$ cat src/rtl/mips_ctrl_pkg.sv
// Shared definitions for the multicycle MIPS control path: opcodes, ALUOp codes,
// FSM state encodings. Optional jump support is enabled with MULTICYCLE_JUMP_EN.
package mips_ctrl_pkg;

  localparam logic [5:0] OP_RTYPE = 6'b000000;
  localparam logic [5:0] OP_LW    = 6'b100011;
  localparam logic [5:0] OP_SW    = 6'b101011;
  localparam logic [5:0] OP_BEQ   = 6'b000100;
  localparam logic [5:0] OP_BNE   = 6'b000101;
  localparam logic [5:0] OP_ADDI  = 6'b001000;
  localparam logic [5:0] OP_SLTI  = 6'b001010;
  localparam logic [5:0] OP_J     = 6'b000010;

  localparam logic [2:0] ALUOP_ADD   = 3'b000;
  localparam logic [2:0] ALUOP_BEQ   = 3'b001;
  localparam logic [2:0] ALUOP_RTYPE = 3'b010;
  localparam logic [2:0] ALUOP_ADDI  = 3'b011;
  localparam logic [2:0] ALUOP_SLTI  = 3'b100;
  localparam logic [2:0] ALUOP_BNE   = 3'b101;

  typedef enum logic [3:0] {
    S_FETCH  = 4'd0,
    S_DECODE = 4'd1,
    S_MEMADR = 4'd2,
    S_MEMRD  = 4'd3,
    S_MEMWB  = 4'd4,
    S_MEMWR  = 4'd5,
    S_REXEC  = 4'd6,
    S_RWB    = 4'd7,
    S_BEQ    = 4'd8,
    S_BNE    = 4'd9,
    S_IEXEC  = 4'd10,
    S_IWB    = 4'd11
`ifdef MULTICYCLE_JUMP_EN
    ,S_JUMP  = 4'd12
`endif
  } state_t;

  typedef struct packed {
    logic       pcwrite;
    logic       pcwritecond;
    logic       iord;
    logic       memread;
    logic       memwrite;
    logic       memtoreg;
    logic       irwrite;
    logic       alusrca;
    logic       regwrite;
    logic       regdst;
    logic [1:0] pcsource;
    logic [1:0] alusrcb;
    logic [2:0] aluop;
  } ctrl_t;

  // DECODE dispatch; unsupported opcodes fall back to FETCH.
  function automatic state_t decode_next(input logic [5:0] op);
    state_t s;
    case (op)
      OP_RTYPE:        s = S_REXEC;
      OP_LW, OP_SW:    s = S_MEMADR;
      OP_BEQ:          s = S_BEQ;
      OP_BNE:          s = S_BNE;
      OP_ADDI, OP_SLTI: s = S_IEXEC;
`ifdef MULTICYCLE_JUMP_EN
      OP_J:            s = S_JUMP;
`endif
      default:         s = S_FETCH;
    endcase
    return s;
  endfunction

endpackage

$ cat src/rtl/multicycle_control_outdec.sv
// Output decoder: state (plus OpReg, MemReady) to datapath strobes and selects.
// Reset forces every output low. JUMP decode is present only with MULTICYCLE_JUMP_EN.
module multicycle_control_outdec
  import mips_ctrl_pkg::*;
(
  input  logic       rst,
  input  state_t     state,
  input  logic [5:0] opreg,
  input  logic       mem_ready,
  output ctrl_t      ctrl
);

  always_comb begin
    ctrl = '0;
    if (!rst) begin
      case (state)
        S_FETCH: begin
          ctrl.memread = 1'b1;
          ctrl.alusrcb = 2'b01;
          ctrl.aluop   = ALUOP_ADD;
          // IR and PC update only when the fetch actually completes
          ctrl.irwrite = mem_ready;
          ctrl.pcwrite = mem_ready;
        end
        S_DECODE: begin
          ctrl.alusrcb = 2'b11;
          ctrl.aluop   = ALUOP_ADD;
        end
        S_MEMADR: begin
          ctrl.alusrca = 1'b1;
          ctrl.alusrcb = 2'b10;
          ctrl.aluop   = ALUOP_ADD;
        end
        S_MEMRD: begin
          ctrl.iord    = 1'b1;
          ctrl.memread = 1'b1;
        end
        S_MEMWB: begin
          ctrl.regwrite = 1'b1;
          ctrl.memtoreg = 1'b1;
        end
        S_MEMWR: begin
          ctrl.iord     = 1'b1;
          ctrl.memwrite = 1'b1;
        end
        S_REXEC: begin
          ctrl.alusrca = 1'b1;
          ctrl.aluop   = ALUOP_RTYPE;
        end
        S_RWB: begin
          ctrl.regwrite = 1'b1;
          ctrl.regdst   = 1'b1;
        end
        S_BEQ, S_BNE: begin
          ctrl.alusrca     = 1'b1;
          ctrl.pcwritecond = 1'b1;
          ctrl.pcsource    = 2'b01;
          ctrl.aluop       = (state == S_BNE) ? ALUOP_BNE : ALUOP_BEQ;
        end
        S_IEXEC: begin
          ctrl.alusrca = 1'b1;
          ctrl.alusrcb = 2'b10;
          ctrl.aluop   = (opreg == OP_SLTI) ? ALUOP_SLTI : ALUOP_ADDI;
        end
        S_IWB: ctrl.regwrite = 1'b1;
`ifdef MULTICYCLE_JUMP_EN
        S_JUMP: begin
          ctrl.pcwrite  = 1'b1;
          ctrl.pcsource = 2'b10;
        end
`endif
        default: ctrl = '0;
      endcase
    end
  end

endmodule

$ cat src/rtl/multicycle_control.sv
// Multicycle MIPS main control FSM: state register, OpReg and next-state logic.
// Define MULTICYCLE_JUMP_EN to support the j instruction (opcode 000010).
module multicycle_control
  import mips_ctrl_pkg::*;
(
  input  logic       Clock,
  input  logic       Reset,
  input  logic [5:0] Op,
  input  logic       MemReady,
  output logic       PCWrite,
  output logic       PCWriteCond,
  output logic       IorD,
  output logic       MemRead,
  output logic       MemWrite,
  output logic       MemtoReg,
  output logic       IRWrite,
  output logic       ALUSrcA,
  output logic       RegWrite,
  output logic       RegDst,
  output logic [1:0] PCSource,
  output logic [1:0] ALUSrcB,
  output logic [2:0] ALUOp,
  output logic       IllegalOp,
  output logic [3:0] State
);

  state_t     state, state_nxt;
  logic [5:0] opreg;
  logic       illegal;
  ctrl_t      ctrl;

  always_ff @(posedge Clock) begin
    if (Reset) begin
      state <= S_FETCH;
      opreg <= '0;
    end else begin
      state <= state_nxt;
      if (state == S_DECODE) opreg <= Op;
    end
  end

  always_comb begin
    state_nxt = S_FETCH;
    illegal   = 1'b0;
    case (state)
      S_FETCH:  state_nxt = MemReady ? S_DECODE : S_FETCH;
      S_DECODE: begin
        state_nxt = decode_next(Op);
        illegal   = (state_nxt == S_FETCH);
      end
      S_MEMADR: state_nxt = (opreg == OP_LW) ? S_MEMRD : S_MEMWR;
      S_MEMRD:  state_nxt = MemReady ? S_MEMWB : S_MEMRD;
      S_MEMWR:  state_nxt = MemReady ? S_FETCH : S_MEMWR;
      S_REXEC:  state_nxt = S_RWB;
      S_IEXEC:  state_nxt = S_IWB;
      default:  state_nxt = S_FETCH;
    endcase
  end

  multicycle_control_outdec u_outdec (
    .rst       (Reset),
    .state     (state),
    .opreg     (opreg),
    .mem_ready (MemReady),
    .ctrl      (ctrl)
  );

  assign PCWrite     = ctrl.pcwrite;
  assign PCWriteCond = ctrl.pcwritecond;
  assign IorD        = ctrl.iord;
  assign MemRead     = ctrl.memread;
  assign MemWrite    = ctrl.memwrite;
  assign MemtoReg    = ctrl.memtoreg;
  assign IRWrite     = ctrl.irwrite;
  assign ALUSrcA     = ctrl.alusrca;
  assign RegWrite    = ctrl.regwrite;
  assign RegDst      = ctrl.regdst;
  assign PCSource    = ctrl.pcsource;
  assign ALUSrcB     = ctrl.alusrcb;
  assign ALUOp       = ctrl.aluop;
  assign IllegalOp   = illegal & ~Reset;
  assign State       = Reset ? 4'd0 : state;

endmodule
$ cat config.mk
export PLATFORM = sky130hd
export DESIGN_NAME = multicycle_control
export DESIGN_NICKNAME = d
export VERILOG_FILES = /design/src/rtl/mips_ctrl_pkg.sv /design/src/rtl/multicycle_control_outdec.sv /design/src/rtl/multicycle_control.sv
export SDC_FILE = /design/constraint.sdc
export NUM_CORES = 1
export LEC_CHECK = 0
export BUFFER_PORTS_ARGS = -buffer_cell sky130_fd_sc_hd__buf_2
export CORE_UTILIZATION = 45
export CTS_BUF_LIST = sky130_fd_sc_hd__clkbuf_2 sky130_fd_sc_hd__clkbuf_4 sky130_fd_sc_hd__clkbuf_8
export DETAILED_ROUTE_END_ITERATION = 12
export GPL_TIMING_DRIVEN = 0
export PLACE_DENSITY_LB_ADDON = 0.2
export SYNTH_ARGS = -nofsm -noshare
export SYNTH_HDL_FRONTEND = slang
export SYNTH_HIERARCHICAL = 1
export SYNTH_SLANG_ARGS = --single-unit
$ cat constraint.sdc
create_clock -name Clock -period 1.63 [get_ports Clock]
set_input_delay 0.0815 -clock Clock [delete_from_list [all_inputs] [get_ports Clock]]
set_output_delay 0.0815 -clock Clock [all_outputs]
set_load 0.01 [all_outputs]
==> results.ini, run 1 <==
[min_path]
hp-class = in2reg

[clock_network]
clockBufferDepth = 2
htreeDepth = 1
clkTransAtPathRegs_ps = 70
cts_sinks = 10
cts_tree = yes
cts-hold-fix-buffers = 0
cts_made_buffers = 3
clk-insertion-delay-late_ps = 260
cts-root-buf = clkbuf_4

[power_and_ir_drop]
seqPwrFrac_pct = 41.3
p_clk_share_pct = 35.1
leakage_uw = 0.000506
ir_drop_uv = 314
intPower_uw = 458
pwr-share-comb_pct = 23.6
switching_share_pct = 27.9
switchingPower_uw = 177
power_uw = 635
power_density_mw_per_mm2 = 509

[logic_synthesis]
synth_area_per_cell_um2 = 6.98
synth_edf_count = 0
yosysSeqAreaShare_pct = 24.1
async_flop_share_pct = 0
ys_ff_latch = 10
synth_fp_nets = 128
ys_types = 39
synth_top_area_share_pct = 24.1
synth-warning-count = 6
synthFlopType = dfxtp_1
yosysTopAreaCell = dfxtp_1
netlist_instances = 119
syn-cell-area_um2 = 831
synth_area_leaders = dfxtp_1 (24%), a21oi_1 (7.2%), nand2_1 (6.8%), nor2b_1 (4.5%), nor2_1 (4.1%)

[detailed_routing]
wirelength_um = 2460
avgRoutedWirePerCell_um = 13.2
drc = 0
via_per_inst = 5.74
postRouteAntennaNets = 0
routed-via-count = 1068
first_pass_iters = 4
drtIter0Drc = 28

[grt]
grt_usage_pct = 25.0
grt-ovfl-total = 0
first_global_vias = 890
grt_pass1_wl_um = 3730
antenna_found_initial = 0
grt_max_degree = 12

[setup_path]
reg2reg_from = state[1]
critPathBufInv = 1
cp.required_ps = 1810
cp.depth = 5
cp_slowest_stage_delay_ps = 400
endpoint = state[1]
path_cells = nand2b_4 -> or3_4 -> buf_6 -> or4_1 -> a31oi_1
critPathMaxFanout = 5
end_kind = flop
path_delay_family = simple AND/OR/NAND/NOR gates
startpoint_type = flop
critPathKind = reg2reg
slowest_stage = or3_4
ff2ff_setup_slack_ps = -60
crit_start = state[1]
worstPathArrival_ps = 1870
r2r_cells = 5
reg2reg_to = state[1]

[sta]
maxSlewHeadroom_pct = 51.2
tightestPinTransition_ps = 725
final_hold_viol_count = 0
rsz0062_at_grt = yes
period_needed_ps = 1690
worst_slack_ps = -56.0
drv_slew = 0
finalClockSkew_ps = 0.645
fmax_mhz = 593
setup_viol = 2
fin_crit_sh_pct = 103

[cells_and_area]
multi_input_area_um2 = 654
synthToLayoutAreaGrowth_pct = 50.0
antenna_cells = 0
fillers = 141
regArea_um2 = 215
drive_above_1_share_pct = 41.6
nNetsFinal = 171

[placed_design]
port_buffers = 29
place_ws_ps = -120
dp_hpwl_um = 1610
gp_congestion = 0.787

[status]
failed_checks = negative setup slack
status = finished with violations

[die]
die_x_um = 45.0
rows = 15
initial_core_util_pct = 48.1
io_pins = 31
dieArea_mm2 = 0.00202
fp.dieH_um = 45.0
core_mm2 = 0.00173

[job]
maxCapViolCount = 0

==> power groups by stage <==
| stage | clock network, uW | logic, uW | registers [uW] |
|---|---|---|---|
| final | 223 | 150 | 262 |
| after global routing | 238 | 163 | 264 |
| after CTS | 223 | 140 | 262 |
| after global placement | 0 | 107 | 273 |
| after detailed placement | 0 | 110 | 273 |
| after floorplan | 0 | 67.5 | 269 |
==> cells by family after synthesis <==
| logic type | synth area share (%) |
|---|---|
| XOR/XNOR | 1.05 |
| other | 0.451 |
| AND/OR/NAND/NOR | 43.4 |
| buffers and inverters | 7.23 |
| flip-flops | 24.1 |
| AO/OA/AOI/OAI | 23.8 |
==> layer usage <==
layer / track usage (%) / wire length [um] / up-vias
met5: 0 / 0 / -
met4: 18.2 / 73 / 0
met3: 2.40 / 116 / 8
met2: 42.6 / 1260 / 44
met1: 29.0 / 1000 / 499
li1: - / - / 517
==> stage by stage <==
step	hold WS, ps	instances	utilization, %	area [um^2]	TNS, ps
CTS	98.6	184	68.8	1190	-191
finish	98.2	186	72.2	1250	-95.8
detailed placement	378	173	58.8	1010	-255
global placement	366	173	58.8	1010	-166
floorplan	198	119	-	838	0
global route	109	186	72.2	1250	-340
==> final cells by class <==
cell class	instances	share of cell area, %
Sequential cell	10	17.3
Clock buffer	4	2.91
Inverter	2	0.602
Buffer	9	5.22
Multi-Input combinational cell	97	52.5
Tap cell	25	2.51
Timing Repair Buffer	39	19.0
==> flip-flops by register name, summed over array words and instances, names as in the netlist <==
register / cells
opreg: 6
state: 4
==> worst min path at each step <==
| stage | from | end | slack, ps | depth (start not counted) |
|---|---|---|---|---|
| 6_report | Op[3] | opreg[3] | 100 | 3 |
| 5_1_grt | Op[5] | opreg[5] | 110 | 3 |
| 4_1_cts | Op[0] | opreg[0] | 100 | 3 |
| 3_5_place_dp | Op[0] | opreg[0] | 380 | 3 |
| 3_3_place_gp | Op[1] | opreg[1] | 370 | 3 |
| 2_1_floorplan | Reset | IllegalOp | 200 | 1 |
==> cells in the final DEF (no fill, tap or decap), types with 4 or more instances in the layout <==
cell type and count:
nand2b_1 4, a21oi_1 12, nand2_1 15, buf_4 11, buf_6 6, buf_2 28, dfxtp_1 4, nor2_1 7
nor3_1 5, nor2b_1 6
==> tightest hold or removal path: stages <==
cell,delay (ps)
buf_2,130
nand2_1,60
a21oi_1,50
==> cell usage after synthesis, types with 2 or more instances <==
master / count
nor4_1: 3
a21oi_1: 12
buf_2: 2
and2b_1: 2
buf_4: 3
nor4b_1: 2
nor2_1: 9
a31oi_1: 3
o21ai_0: 2
o21bai_1: 3
clkbuf_1: 4
nand2b_1: 5
inv_1: 2
a2111oi_0: 2
nor3_1: 6
dfxtp_1: 10
or3_1: 4
and3_1: 2
nand3_1: 3
nand2_1: 15
nor2b_1: 6
nor3b_1: 2
==> what timing repair did <==
item / in CTS / in global routing
pin swaps: 8 / 4
setup buffers: 8 / 2
setup endpoints to repair: 13 / 16
resized for setup: 20 / 12
Power figures use the tool's default switching activity.
==> run 2, diff against run 1 <==
ABC_AREA = 1   (was default)
==> run 2 against run 1 <==
  * Design area fell by 14%
  * First-iteration DRC count fell by 32%
  * Non-clock buffer count fell by 14
  * Cell count rose by 11%
  * Clock power rose by 4%
  * Critical endpoint is now IllegalOp
  * Core utilization fell by 11 points
  * The flow now finishes without violations
  * Sequential share of layout area rose by 1.9 points
  * Register-to-register slack improved by 550 ps
  * Largest power group unchanged
==> results.ini, run 2 <==
[cells_and_area]
nNetsFinal = 192
final_area_mm2 = 0.00107
largestRegisters = opreg (6), state (4)
regMostFlops = opreg
antenna_cells = 0
final_common_cell = nor2_1
drive_above_1_share_pct = 29.1
synthToLayoutAreaGrowth_pct = 25.2
largest_reg_flops = 6
layout_common_cells = nor2_1 (35), buf_2 (28), nand2_1 (24), inv_1 (22), nand3_1 (17)

[setup_path]
cp.depth = 8
critPathBufInv = 4
slowest_stage = dfxtp_2
path_cells = inv_2 -> nor2_4 -> nand2_4 -> clkinv_2 -> buf_6 -> nand3_1 -> nor2_1 -> buf_2
cp_slowest_stage_delay_ps = 400
path_delay_family = flip-flops
reg2reg_from = state[0]
reg2reg_to = state[0]
critPathKind = reg2out
end_kind = output port
cp.required_ps = 1550
r2r_cells = 7
ff2ff_setup_slack_ps = 490
critPathMaxFanout = 10
worstPathArrival_ps = 1460
startpoint_type = flop

[placed_design]
place_ws_ps = 310
dp_hpwl_um = 1570
placed_area_mm2 = 0.00103
gp_congestion = 0.820
port_buffers = 28

[clock_network]
clkTransAtPathRegs_ps = 80
cts_made_buffers = 3
cts_sinks = 10
clk-insertion-delay-late_ps = 280
cts-root-buf = clkbuf_4
cts_tree = yes
clockBufferDepth = 2
htreeDepth = 1

[power_and_ir_drop]
leakage_uw = 0.000605
ir_drop_uv = 470
power_uw = 627
power_density_mw_per_mm2 = 586

[sta]
period_needed_ps = 1540
rsz0062_at_grt = no
fin_crit_sh_pct = 94.4
timing.hold.ws_ps = 78.5
fmax_mhz = 650
finalSetupTns_ps = 0
drv_slew = 0
worst_slack_ps = 90.5
setup_viol = 0
final_hold_viol_count = 0
finalClockSkew_ps = 7.85

[logic_synthesis]
async_flop_share_pct = 0
synthTopCellsByCount = nor2_1 (36), nand2_1 (24), inv_1 (23)
ys_types = 24
synth_top_area_share_pct = 23.4
synth_area_per_cell_um2 = 5.70
synth_most_common_cell = nor2_1
yosysSeqAreaShare_pct = 23.4
synth_edf_count = 0
synthFlopType = dfxtp_1
synth_fp_nets = 159
synth_area_leaders = dfxtp_1 (23%), nor2_1 (16%), nand2_1 (11%), inv_1 (10%), nand3_1 (10%)
ys_ff_latch = 10
yosysTopAreaCell = dfxtp_1
syn-cell-area_um2 = 855
synth-warning-count = 6
netlist_instances = 150

[grt]
grt-ovfl-total = 0
antenna_found_initial = 0
grt_pass1_wl_um = 3190
first_global_vias = 822
grt_max_degree = 11
grt_usage_pct = 21.3

[min_path]
whs_endpoint = opreg[3]
holdPathStages = 3
hp-start = Op[3]
hp-class = in2reg

[status]
status = finished, final reports clean

[detailed_routing]
routed-via-count = 992
avgRoutedWirePerCell_um = 9.57
via_per_inst = 4.79
wirelength_um = 1980
drtIter0Drc = 19
first_pass_iters = 4
drc = 0
postRouteAntennaNets = 0

[die]
die_x_um = 45.6
rows = 15
core_mm2 = 0.00175
io_pins = 31
fp.dieH_um = 45.6
dieArea_mm2 = 0.00208
initial_core_util_pct = 49.0

[job]
maxCapViolCount = 0

-- run 2: cell count changes after synthesis, sizes merged, moves of 3 or more --
| cell | change |
|---|---|
| clkbuf | -4 |
| nand2 | +11 |
| a31oi | -3 |
| or3 | -4 |
| nand2b | -6 |
| nand3 | +14 |
| o21ai | +7 |
| inv | +22 |
| nor2b | -7 |
| nor3 | -6 |
| nor2 | +31 |
-- run 2: area by class of cell --
cell class | count | area (um^2)
inverters | 25 | 95.1
multi-input cells | 109 | 513
flip-flops and latches | 10 | 205
plain buffers | 6 | 48.8
well taps | 25 | 31.3
repair buffers | 28 | 140
fillers | 204 | 676
clock buffers | 4 | 36.3
-- run 2: power by group --
part / internal, uW / total [uW] / switching (uW)
clock: 136 / 233 / 97.2
combinational: 49.0 / 123 / 73.7
sequential: 258 / 272 / 13.4
-- run 2: metrics by stage --
step,instances,utilization [%]
after global placement,203,58.8
after floorplan,150,-
after global routing,207,61.3
final,207,61.3
after detailed placement,203,58.8
after CTS,207,60.9
-- run 2: per-layer routing --
metal  GRT usage (%)  share of wire, %
met5               0                 0
met4            14.5               3.0
met3            2.38               4.2
met2            33.4                46
met1            26.9                47
-- run 2: worst register-to-register path, stage by stage, from the launching register on --
cell and delay [ps]:
dfxtp_2 400, inv_2 70, nor2_4 130, nand2_4 90, clkinv_2 60, buf_6 120
nand3b_2 80, a21oi_2 130
-- run 2: worst max-delay path by stage --
stage	from	endpoint	slack, ps
after floorplan	state[3]	PCWriteCond	390
after global placement	state[0]	IllegalOp	340
after detailed placement	state[0]	IllegalOp	310
after CTS	state[3]	PCWriteCond	20
after global routing	state[0]	IllegalOp	3
final	state[0]	IllegalOp	90
-- run 2: cell families after synthesis --
kind of cell    count (synthesis)  synth area share (%)
compound gates                 20                  12.4
flops                          10                  23.4
other cells                     1                 0.439
simple gates                   88                  46.9
buf+inv                        31                  16.8
-- run 2: timing repair --
item	CTS	global route
setup endpoints to repair	1	9
setup buffers	0	0
hold buffers	0	0
gates cloned	0	0
gates resized for setup	1	5
==> run 3, diff against run 2 <==
CORE_UTILIZATION = 40   (was 45)
==> run 3 against run 2 <==
  * Core utilization decreased by 7.9 points
  * Routed wire length is 4.4% lower
  * Clock power down 30%
  * Register-to-register slack barely moved
  * Count of clock-buffer cells in the layout down 1
  * Sequential power barely moved
  * Critical path type unchanged
  * Highest routed layer unchanged
==> results.ini, run 3 (same netlist as run 2, synthesis figures left out) <==
[detailed_routing]
drc = 0
wirelength_um = 1890
drtIter0Drc = 27
via_per_inst = 4.75
first_pass_iters = 4
postRouteAntennaNets = 0
routed-via-count = 988
avgRoutedWirePerCell_um = 9.10

[grt]
first_global_vias = 764
antenna_found_initial = 0
grt-ovfl-total = 0
grt_max_degree = 11
grt_pass1_wl_um = 3000
grt_usage_pct = 18.7

[die]
io_pins = 31
initial_core_util_pct = 43.1
fp.dieH_um = 48.2
rows = 16
die_x_um = 48.2
core_mm2 = 0.00198
dieArea_mm2 = 0.00233

[placed_design]
port_buffers = 28
gp_congestion = 0.812
dp_hpwl_um = 1560
placed_area_mm2 = 0.00103

[sta]
rsz0062_at_grt = no
drv_slew = 0
fin_crit_sh_pct = 92.3
fmax_mhz = 665
period_needed_ps = 1500
finalSetupTns_ps = 0
setup_viol = 0
finalClockSkew_ps = 1.21
final_hold_viol_count = 0

[power_and_ir_drop]
switchingPower_uw = 166
ir_drop_uv = 532
seqPwrFrac_pct = 48.7
p_clk_share_pct = 29.4
switching_share_pct = 29.8
power_density_mw_per_mm2 = 528
intPower_uw = 393
leakage_uw = 0.000598
pwr-share-comb_pct = 21.9

[clock_network]
clkTransAtPathRegs_ps = 60
postCtsSetupBuffers = 0
htreeDepth = 1
cts_sinks = 10
cts_made_buffers = 3
cts_tree = yes
clk-insertion-delay-late_ps = 260
clockBufferDepth = 2
cts-hold-fix-buffers = 0
cts-root-buf = clkbuf_4
cts_resized = 0

[cells_and_area]
synthToLayoutAreaGrowth_pct = 23.9
drive_above_1_share_pct = 28.2
regMostFlops = opreg
largest_reg_flops = 6
final_common_cell = nor2_1
layout_common_cells = nor2_1 (35), buf_2 (28), nand2_1 (24), inv_1 (23), nand3_1 (17)
nNetsFinal = 192
antenna_cells = 0
final_area_mm2 = 0.00106
largestRegisters = opreg (6), state (4)

[setup_path]
worstPathArrival_ps = 1420
startpoint_type = flop
end_kind = output port
cp.required_ps = 1550
critPathKind = reg2out
critPathMaxFanout = 10

[min_path]
hp-class = in2reg

[job]
maxCapViolCount = 0

[status]
status = finished, final reports clean

## run 3: critical path: stages, from the launching register on
cell	delay, ps
dfxtp_2	410
inv_2	80
nor2_4	110
nand2_4	80
clkinv_2	60
buf_6	120
nand3_1	70
nor2_1	100
buf_2	130
## run 3: final timing paths
| path | from | to | slack, ps | cells after the start |
|---|---|---|---|---|
| min | Op[3] | opreg[3] | 100 | 3 |
| min reg2reg | opreg[0] | opreg[0] | 490 | 2 |
| max reg2reg | state[0] | state[1] | 490 | 7 |
| max | state[0] | IllegalOp | 130 | 8 |
## run 3: area by class of cell
cell class	count	area, um^2
plain buffers	6	48.8
clock buffers	3	22.5
fillers	219	923
inverters	25	95.1
multi-input cells	109	513
flip-flops and latches	10	205
well taps	27	33.8
repair buffers	28	140
## run 3: routing by layer
metal	track usage [%]	share of wire (%)	vias to the layer above
li1	-	-	529
met4	12.8	2.1	0
met1	23.5	49	429
met5	0	0	-
met2	29.3	45	25
met3	2.59	3.6	5
## run 3: power groups by stage
stage          Clock (uW)  Combinational (uW)  Sequential [uW]
6_report              164                 123              272
4_1_cts               168                 123              271
2_1_floorplan           0                86.7              273
3_3_place_gp            0                 120              276
3_5_place_dp            0                 122              277
5_1_grt               186                 143              274
## run 3: metrics by stage
stage          util, %  hold WS, ps  instances  power [uW]  worst slack [ps]
2_1_floorplan        -          230        150         360               385
3_3_place_gp      51.9          353        205         396               333
3_5_place_dp      51.9          373        205         399               311
4_1_cts           53.0         95.3        208         562              9.83
5_1_grt           53.4         99.4        208         603              5.42
6_report          53.4          101        208         559               126
